`config.mk`:
```
export PLATFORM = sky130hd
export DESIGN_NAME = ctb_int_driver
export DESIGN_NICKNAME = d
export VERILOG_FILES = /design/src/rtl/ctb_int_driver.sv
export SDC_FILE = /design/constraint.sdc
export NUM_CORES = 1
export LEC_CHECK = 0
export CORE_MARGIN = 2
export CORE_UTILIZATION = 42
export CTS_CLUSTER_SIZE = 24
export DETAILED_ROUTE_END_ITERATION = 12
export PLACE_DENSITY = 0.82
export RECOVER_POWER = 100
export SLEW_MARGIN = 30
export SYNTH_ARGS = -nofsm -noshare
export SYNTH_HDL_FRONTEND = slang
export SYNTH_SLANG_ARGS = --single-unit
```
`constraint.sdc`:
```
create_clock -name clock -period 1.6 [get_ports clock]
set_clock_uncertainty 0.2 [all_clocks]
set_input_delay 0.24 -clock clock [delete_from_list [all_inputs] [get_ports clock]]
set_output_delay 0.24 -clock clock [all_outputs]
set_load 0.01 [all_outputs]
```
`src/rtl/ctb_int_driver.sv`:
```
// ---------------------------------------------------------------------------
// ctb_int_driver
//
// Drives the integer common tag bus (CTB) that the integer issue queue snoops
// for operand wakeup. Each of the three integer pipes owns one CTB lane:
//   lane 0 : ALU / BR  (1-cycle)
//   lane 1 : ALU / MUL (MUL is pipelined, MUL_LATENCY cycles)
//   lane 2 : ALU / DIV (DIV is iterative, completes on div_done)
// Results of different latencies share a lane without colliding because the
// multi-cycle result always takes priority and ex_busy tells the issue queue
// not to issue a 1-cycle uop into a cycle whose lane slot is already claimed.
//
// Ports:
//   clock             : system clock
//   reset             : asynchronous, active-high reset
//   flush             : pipeline kill, drops every pending broadcast
//   issue_uop[p]      : uop issued on pipe p this cycle
//   div_done          : one-cycle pulse, the in-flight divide result is ready
//   ex_busy[p]        : combinational, pipe p must not issue a 1-cycle uop
//   ctb_prf_int_index : registered broadcast tags, one per lane
//   ctb_valid         : registered broadcast valids, one per lane
//   ctb_bcast_count   : (CTB_PERF_CNT_EN only) total tags broadcast
//   ctb_stall_count   : (CTB_PERF_CNT_EN only) cycles with any ex_busy set
//
// Optional build macro:
//   CTB_PERF_CNT_EN - adds the two free-running performance counters above.
//
// ISSUE_WIDTH_INT and PRF_INT_INDEX_SIZE are project-global macros; defaults
// are provided here only if the surrounding build has not defined them.
// ---------------------------------------------------------------------------
`timescale 1ns/1ps

`ifndef ISSUE_WIDTH_INT
`define ISSUE_WIDTH_INT 3
`endif

`ifndef PRF_INT_INDEX_SIZE
`define PRF_INT_INDEX_SIZE 7
`endif

package ctb_int_pkg;

  typedef enum logic [1:0] {
    FU_ALU = 2'd0,
    FU_BR  = 2'd1,
    FU_MUL = 2'd2,
    FU_DIV = 2'd3
  } fu_code_t;

  typedef struct packed {
    logic                            valid;
    logic                            rd_valid;
    logic [`PRF_INT_INDEX_SIZE-1:0]  rd_prf_int_index;
    fu_code_t                        fu_code;
  } micro_op_t;

endpackage

module ctb_int_driver
  import ctb_int_pkg::*;
#(
  parameter int MUL_LATENCY = 3
) (
  input  logic                                               clock,
  input  logic                                               reset,
  input  logic                                               flush,
  input  micro_op_t                                          issue_uop [`ISSUE_WIDTH_INT],
  input  logic                                               div_done,
  output logic [`ISSUE_WIDTH_INT-1:0]                        ex_busy,
  output logic [`ISSUE_WIDTH_INT-1:0][`PRF_INT_INDEX_SIZE-1:0] ctb_prf_int_index,
  output logic [`ISSUE_WIDTH_INT-1:0]                        ctb_valid
`ifdef CTB_PERF_CNT_EN
  ,
  output logic [31:0]                                        ctb_bcast_count,
  output logic [31:0]                                        ctb_stall_count
`endif
);

  localparam int LANES  = `ISSUE_WIDTH_INT;
  localparam int TAG_W  = `PRF_INT_INDEX_SIZE;
  // Issue writes the last stage; stage 0 feeds the lane-1 output register.
  localparam int STAGES = MUL_LATENCY - 1;

  typedef enum logic {
    DIV_IDLE = 1'b0,
    DIV_BUSY = 1'b1
  } div_state_t;

  // Multiplier delay line. mul_occ marks a claimed lane-1 slot even when the
  // uop has no destination, so the slot still blocks 1-cycle issue.
  logic [STAGES-1:0] mul_occ;
  logic [STAGES-1:0] mul_rd;
  logic [TAG_W-1:0]  mul_tag [STAGES];

  div_state_t        div_state;
  logic              div_inflight;
  logic              div_has_rd;
  logic [TAG_W-1:0]  div_tag;

  logic lane0_op, lane0_bad;
  logic lane1_alu, lane1_mul, lane1_bad;
  logic lane2_alu, lane2_div, lane2_bad;
  logic div_finish;

  logic [LANES-1:0]            next_valid;
  logic [LANES-1:0][TAG_W-1:0] next_index;

  assign div_inflight = (div_state == DIV_BUSY);

  // Lane-role decode. A uop whose fu_code does not belong to its lane is
  // treated as not issued at all; the assertions below flag it.
  always_comb begin
    lane0_op   = issue_uop[0].valid &&
                 (issue_uop[0].fu_code == FU_ALU || issue_uop[0].fu_code == FU_BR);
    lane0_bad  = issue_uop[0].valid && !lane0_op;

    lane1_alu  = issue_uop[1].valid && (issue_uop[1].fu_code == FU_ALU);
    lane1_mul  = issue_uop[1].valid && (issue_uop[1].fu_code == FU_MUL);
    lane1_bad  = issue_uop[1].valid && !lane1_alu && !lane1_mul;

    lane2_alu  = issue_uop[2].valid && (issue_uop[2].fu_code == FU_ALU);
    lane2_div  = issue_uop[2].valid && (issue_uop[2].fu_code == FU_DIV);
    lane2_bad  = issue_uop[2].valid && !lane2_alu && !lane2_div;

    // A stray div_done with nothing in flight is ignored.
    div_finish = div_done && div_inflight;
  end

  // Back-pressure: lane 1 is busy when a MUL result lands next cycle, lane 2
  // is busy for the whole divide. Lane 0 never has a long-latency source.
  always_comb begin
    ex_busy    = '0;
    ex_busy[1] = mul_occ[0];
    ex_busy[2] = div_inflight;
  end

  // Per-lane source select for the output registers. Scheduled long-latency
  // results win over a 1-cycle issue into the same slot, which drops the
  // violating issue. The tag register only moves when something broadcasts.
  always_comb begin
    next_valid = '0;
    next_index = ctb_prf_int_index;

    if (lane0_op && issue_uop[0].rd_valid) begin
      next_valid[0] = 1'b1;
      next_index[0] = issue_uop[0].rd_prf_int_index;
    end

    if (mul_occ[0]) begin
      if (mul_rd[0]) begin
        next_valid[1] = 1'b1;
        next_index[1] = mul_tag[0];
      end
    end else if (lane1_alu && issue_uop[1].rd_valid) begin
      next_valid[1] = 1'b1;
      next_index[1] = issue_uop[1].rd_prf_int_index;
    end

    if (div_finish) begin
      if (div_has_rd) begin
        next_valid[2] = 1'b1;
        next_index[2] = div_tag;
      end
    end else if (lane2_alu && !div_inflight && issue_uop[2].rd_valid) begin
      next_valid[2] = 1'b1;
      next_index[2] = issue_uop[2].rd_prf_int_index;
    end
  end

  // CTB output registers. Flush kills next cycle's broadcasts but leaves the
  // tags alone; whatever is already on the bus this cycle still goes out.
  always_ff @(posedge clock or posedge reset) begin
    if (reset) begin
      ctb_valid         <= '0;
      ctb_prf_int_index <= '0;
    end else if (flush) begin
      ctb_valid         <= '0;
    end else begin
      ctb_valid         <= next_valid;
      ctb_prf_int_index <= next_index;
    end
  end

  // Multiplier delay line: shifts toward stage 0 every cycle, so back-to-back
  // MULs each ride in their own slot and never need to be blocked.
  always_ff @(posedge clock or posedge reset) begin
    if (reset) begin
      mul_occ <= '0;
      mul_rd  <= '0;
      for (int k = 0; k < STAGES; k++) begin
        mul_tag[k] <= '0;
      end
    end else if (flush) begin
      mul_occ <= '0;
      mul_rd  <= '0;
    end else begin
      for (int k = 0; k < STAGES - 1; k++) begin
        mul_occ[k] <= mul_occ[k+1];
        mul_rd[k]  <= mul_rd[k+1];
        mul_tag[k] <= mul_tag[k+1];
      end
      mul_occ[STAGES-1] <= lane1_mul;
      mul_rd[STAGES-1]  <= lane1_mul && issue_uop[1].rd_valid;
      mul_tag[STAGES-1] <= issue_uop[1].rd_prf_int_index;
    end
  end

  // Divider tracking. Only one divide can be in flight; a DIV offered while
  // busy is a protocol violation and is not accepted.
  always_ff @(posedge clock or posedge reset) begin
    if (reset) begin
      div_state  <= DIV_IDLE;
      div_tag    <= '0;
      div_has_rd <= 1'b0;
    end else if (flush) begin
      div_state  <= DIV_IDLE;
    end else begin
      case (div_state)
        DIV_IDLE: begin
          if (lane2_div) begin
            div_state  <= DIV_BUSY;
            div_tag    <= issue_uop[2].rd_prf_int_index;
            div_has_rd <= issue_uop[2].rd_valid;
          end
        end
        DIV_BUSY: begin
          if (div_done) begin
            div_state <= DIV_IDLE;
          end
        end
        default: div_state <= DIV_IDLE;
      endcase
    end
  end

`ifdef CTB_PERF_CNT_EN
  // Free-running counters; flush does not touch them and they simply wrap.
  always_ff @(posedge clock or posedge reset) begin
    if (reset) begin
      ctb_bcast_count <= '0;
      ctb_stall_count <= '0;
    end else begin
      ctb_bcast_count <= ctb_bcast_count + 32'($countones(ctb_valid));
      if (|ex_busy) begin
        ctb_stall_count <= ctb_stall_count + 32'd1;
      end
    end
  end
`endif

  // Simulation checks on issue-queue behaviour.
  a_mul_latency_legal: assert property (@(posedge clock)
    (MUL_LATENCY >= 2) && (MUL_LATENCY <= 8))
    else $error("ctb_int_driver: MUL_LATENCY %0d out of range", MUL_LATENCY);

  a_lane0_role: assert property (@(posedge clock) disable iff (reset) !lane0_bad)
    else $error("ctb_int_driver: illegal fu_code on lane 0");

  a_lane1_role: assert property (@(posedge clock) disable iff (reset) !lane1_bad)
    else $error("ctb_int_driver: illegal fu_code on lane 1");

  a_lane2_role: assert property (@(posedge clock) disable iff (reset) !lane2_bad)
    else $error("ctb_int_driver: illegal fu_code on lane 2");

  a_lane1_busy: assert property (@(posedge clock) disable iff (reset)
    !(lane1_alu && mul_occ[0]))
    else $error("ctb_int_driver: ALU issued on lane 1 while ex_busy");

  a_lane2_busy: assert property (@(posedge clock) disable iff (reset)
    !((lane2_alu || lane2_div) && div_inflight))
    else $error("ctb_int_driver: issue on lane 2 while divider busy");

endmodule

```
Word level (Yosys, flattened, before mapping)
Index checks and enable logic that the tools add are counted.
Word-level totals
  flip-flop bits (word level): 51
  input port bits: 37
  output and inout bits: 27
  word-level logic and storage cells: 60
Cells by class
  equal/unequal tests: 5
  bitwise operators: 2
  reductions and logical operators: 22
  muxes and demuxes: 20
Operators with widths (number)
  7-bit two-way mux: 6
  1-bit logical AND: 11
  1-bit two-way mux: 10
  3-bit AND reduction: 3
  2-bit zero test: 3
  2-bit == test, second input constant: 2
  2-bit two-way mux: 2
  2-bit nonzero test: 2
  3-bit two-way mux: 1
  2-bit by 1-bit == test with 1-bit output, second input constant: 1
  2-bit by 1-bit inequality test with 1-bit output, second input constant: 1
  2-bit inequality test, second input constant: 1
  1-bit inverter: 2
  1-bit case mux with 2 select lines: 1
  2-bit AND reduction: 1
  1-bit zero test: 1
  1-bit logical OR: 1

Longest topological paths before layout
  depth after elaboration: 7
  depth in mapped cells: 4
  mapped depth without buffers: 3

Worst setup path after synthesis
Ideal clock, no wire load.
  kind: register -> register
  start: register div_state, in the netlist div_inflight
  end: register ctb_prf_int_index[14] in the netlist's numbering
  data required time: 1.275 ns
  library setup time: 0.125 ns
  period minus slack after synthesis: 1.658 ns
  stages on the path, launching flop included: 4
  path buffers: 0
  setup slack: -0.058 ns
  arrival time: 1.333 ns
  cells stage by stage: dfrtp_1 -> or3b_4 -> o32ai_4 -> mux2_2
Between the ends
  word-level cells in the longest chain between the ends: 5
  elaborated cells on any way between the ends: 8
  classes of those cells: eq/ne (1); mux (1); reduce/logical (6)
Ends and longest elaborated chain
  from (decl): RTL line 95  | div_state_t div_state;
  from (signal assigned): RTL line 212  | div_state <= DIV_IDLE;
  from (signal assigned): RTL line 216  | div_state <= DIV_IDLE;
  from (signal assigned): RTL line 221  | div_state <= DIV_BUSY;
  1-bit zero test: RTL line 164  | end else if (lane2_alu && !div_inflight && issue_uop[2].rd_valid) begin
  1-bit logical AND (2 in a row): RTL line 164
  2-bit nonzero test (no line)
  3-bit AND reduction (no line)
  to (signal assigned): RTL line 180  | ctb_prf_int_index <= next_index;
  to (decl): RTL line 70  | output logic [`ISSUE_WIDTH_INT-1:0][`PRF_INT_INDEX_SIZE-1:0] ctb_prf_int_index,
Several ways; a longest one is shown, not always the timed one.
A chain may end at the register's enable or synchronous reset.

Worst setup path in the final report
  start: register div_state, in the netlist div_inflight
  end: register ctb_prf_int_index[18] in the netlist's numbering
Same word-level chain as after synthesis.

==> metrics <==
actual slew at the worst max-slew pin=0.702 ns; largest net degree at the start of global routing=52; grt ovf=0; GR Util All Layers=0.163; most frequent cell after synthesis=dfrtp_1; Fillers=402; core area=0.00504 mm2; initial antenna violation count=0; Pwr per Cell Area=1060 mW/mm2; Final Hold Viols=0; worst r2r path cells=4; DR WL/cell=14.4 um; Final ANT Viol Nets=0; clk_lat worst skew=0.29 ns; CTS Buffer Depth=2; register area=0.00128 mm2; crit end category=flop; Hold WC Path Type=in2reg; register area share after synthesis=0.590; full die area=0.00574 mm2; CTS sink cnt=51; synth unique cells=23; Slew HR=0.532; top cell family by delay on the critical path=simple AND/OR/NAND/NOR gates; iteration count of the initial detailed-routing pass=4; initial core utilization=0.429; synth-to-layout area growth=44.2%; H-tree depth=2; run status=finished with violations; Syn Area/Cell=14.1 um2; worst-path fanout max=8; final worst slack=-0.169 ns; Multi-input gate area=906 um2; slowest stage delay, CP=0.43 ns; crit share post-route=1.11; CTS Root Cell=clkbuf_8; via count of the first global-routing pass=1505; routed vias=1440; Syn Inst Count=153; hold_buf cts=0; ys flop type=dfrtp_1; worst path bufs/invs=1; die height=75.8 um; diodes inserted=0; failing checks=setup timing; Synth async-reset ratio=1.00; Synth top area share=0.590; dominant cell type by area after synthesis=dfrtp_1; RD Place Congestion=0.763; Max-Cap Viols=0; most instantiated cells after synthesis=dfrtp_1, mux2_2, a211oi_1; Crit Reg-Reg Endpoint=ctb_prf_int_index[18]$_DFFE_PP0P_; row count=26; reg2reg start=div_inflight$_DFF_PP0_; crit path launch type=flop; Finished Layout Cells=301; Post-Syn Area=0.00216 mm2; Worst Path Arrival=1.76 ns; min-delay src=flush; RSZ-0062 raised after global routing=yes; starting DRC count in detailed routing=52; share of cells above drive strength 1=0.333; synth warn=0; final setup vio count=22; kind of critical path=reg2reg; setup TNS=-1.46 ns; Worst path depth=4; Worst Path Required=1.59 ns; DP Cell Count=288; Worst Hold Path Cells=3; Max VDD drop=0.000547 V; Static Leak=1.39 nW; Residual DRC=0; #FFs+latches synth=51; dominant cells by area after synthesis=dfrtp_1, mux2_2, a211oi_1; # port buffers=61; Slew Viols, Final=0; CTS tree=yes; DP HPWL=2990 um; Critical Path Slowest Stage Cell=or3b_4; cts bufs inserted=5; Synthesized Nets=190; first-pass GRT wire length=6960 um; Post-Route WL=4340 um; fmax=0.565 GHz; IO Pins=64; Endpoint, Worst Hold=div_inflight$_DFF_PP0_; Period minus WS final=1.77 ns; Clock Pin Slew Worst Setup and Hold Paths=0.09 ns; flop-to-flop setup slack=-0.17 ns; Post-synth EDFFs=0; routed vias/inst=4.78; critical-path cell list=or3b_4 -> o32ai_4 -> buf_12 -> mux2_4; Die Wd=75.8 um; nets=267
## state kept, by name, summed over array words and instances (netlist names)
register	count
div_tag	7
ctb_prf_int_index	21
div_has_rd	1
div_inflight	1
mul_occ	2
mul_tag	14
mul_rd	2
ctb_valid	3
## cell type report
class                      instances  share of cell area
timing repair buffer              79               0.231
clock buffer                       6              0.0265
clock inverter                     2              0.0112
multi-input combinational         91               0.290
inverter                           2             0.00361
tap                               70              0.0281
sequential                        51               0.409
## timing repair
action,4_1_cts,5_1_grt
hold endpoints to repair,0,0
buffers inserted,3,2
pin swaps,2,3
gates resized for setup,40,15
setup endpoints to repair,40,28
## kinds of logic after synthesis
kind of cell | share of synthesized area
buf+inv | 0.0254
simple gates | 0.0740
mux | 0.229
other cells | 0.00173
flops | 0.590
compound gates | 0.0798
## cells in the final DEF, fill, tap and decap left out
cell	count
dlymetal6s2s_1	1
or3b_4	2
clkbuf_4	1
a211oi_1	13
buf_6	3
conb_1	1
nand2_2	1
mux2_4	15
clkbuf_2	3
dfrtp_1	51
nor3_2	1
clkbuf_1	3
nor2_2	1
dlygate4sd3_1	1
nand4b_1	1
buf_4	8
and2_1	1
dlygate4sd2_1	24
clkdlybuf4s50_1	33
clkinvlp_4	1
mux2_2	29
nor2_4	1
o32ai_4	1
and3b_1	1
a21oi_1	8
inv_1	1
clkinv_2	1
nor2b_1	10
a211oi_2	1
nand2b_1	1
nand2_1	1
clkbuf_8	6
nor4bb_1	2
clkdlybuf4s25_1	1
bufinv_16	1
buf_12	1
## where the power goes
group / switching [mW] / leakage, nW / internal (mW)
logic: 0.292 / 0.706 / 0.475
registers: 0.118 / 0.620 / 1.52
clock network: 0.399 / 0.0612 / 0.506
## worst max-delay path by stage
| stage | start | endpoint | slack [ns] |
|---|---|---|---|
| finish | div_inflight$_DFF_PP0_ | ctb_prf_int_index[18]$_DFFE_PP0P_ | -0.17 |
| floorplan | div_inflight$_DFF_PP0_ | ctb_prf_int_index[14]$_DFFE_PP0P_ | -0.06 |
| global placement | issue_uop[9] | ctb_prf_int_index[14]$_DFFE_PP0P_ | -0.48 |
| global route | div_inflight$_DFF_PP0_ | ctb_prf_int_index[20]$_DFFE_PP0P_ | -0.21 |
| CTS | div_inflight$_DFF_PP0_ | ctb_prf_int_index[14]$_DFFE_PP0P_ | -0.17 |
| detailed placement | issue_uop[9] | ctb_prf_int_index[18]$_DFFE_PP0P_ | -0.52 |
## stage by stage
stage / power, mW / util / setup slack, ns / area (um2) / hold slack, ns
after floorplan: 2.01 / - / -0.0577 / 2170 / 0.0887
after global placement: 2.45 / 0.581 / -0.481 / 2930 / 0.247
after global routing: 3.48 / 0.619 / -0.207 / 3120 / 0.232
after detailed placement: 2.47 / 0.581 / -0.520 / 2930 / 0.252
final: 3.31 / 0.619 / -0.169 / 3120 / 0.213
after CTS: 3.32 / 0.615 / -0.169 / 3100 / 0.159
## routing by layer
| metal | routed length (um) | GRT usage |
|---|---|---|
| met1 | 1900 | 0.207 |
| met2 | 2220 | 0.277 |
| met3 | 154 | 0.0331 |
| met4 | 59 | 0.0565 |
| met5 | 0 | 0 |
## worst min-delay path, delay by kind of cell
kind / cells / cell delay [ns]
buf+inv: 2 / 0.36
compound gates: 1 / 0.06
Power figures use the tool's default switching activity.
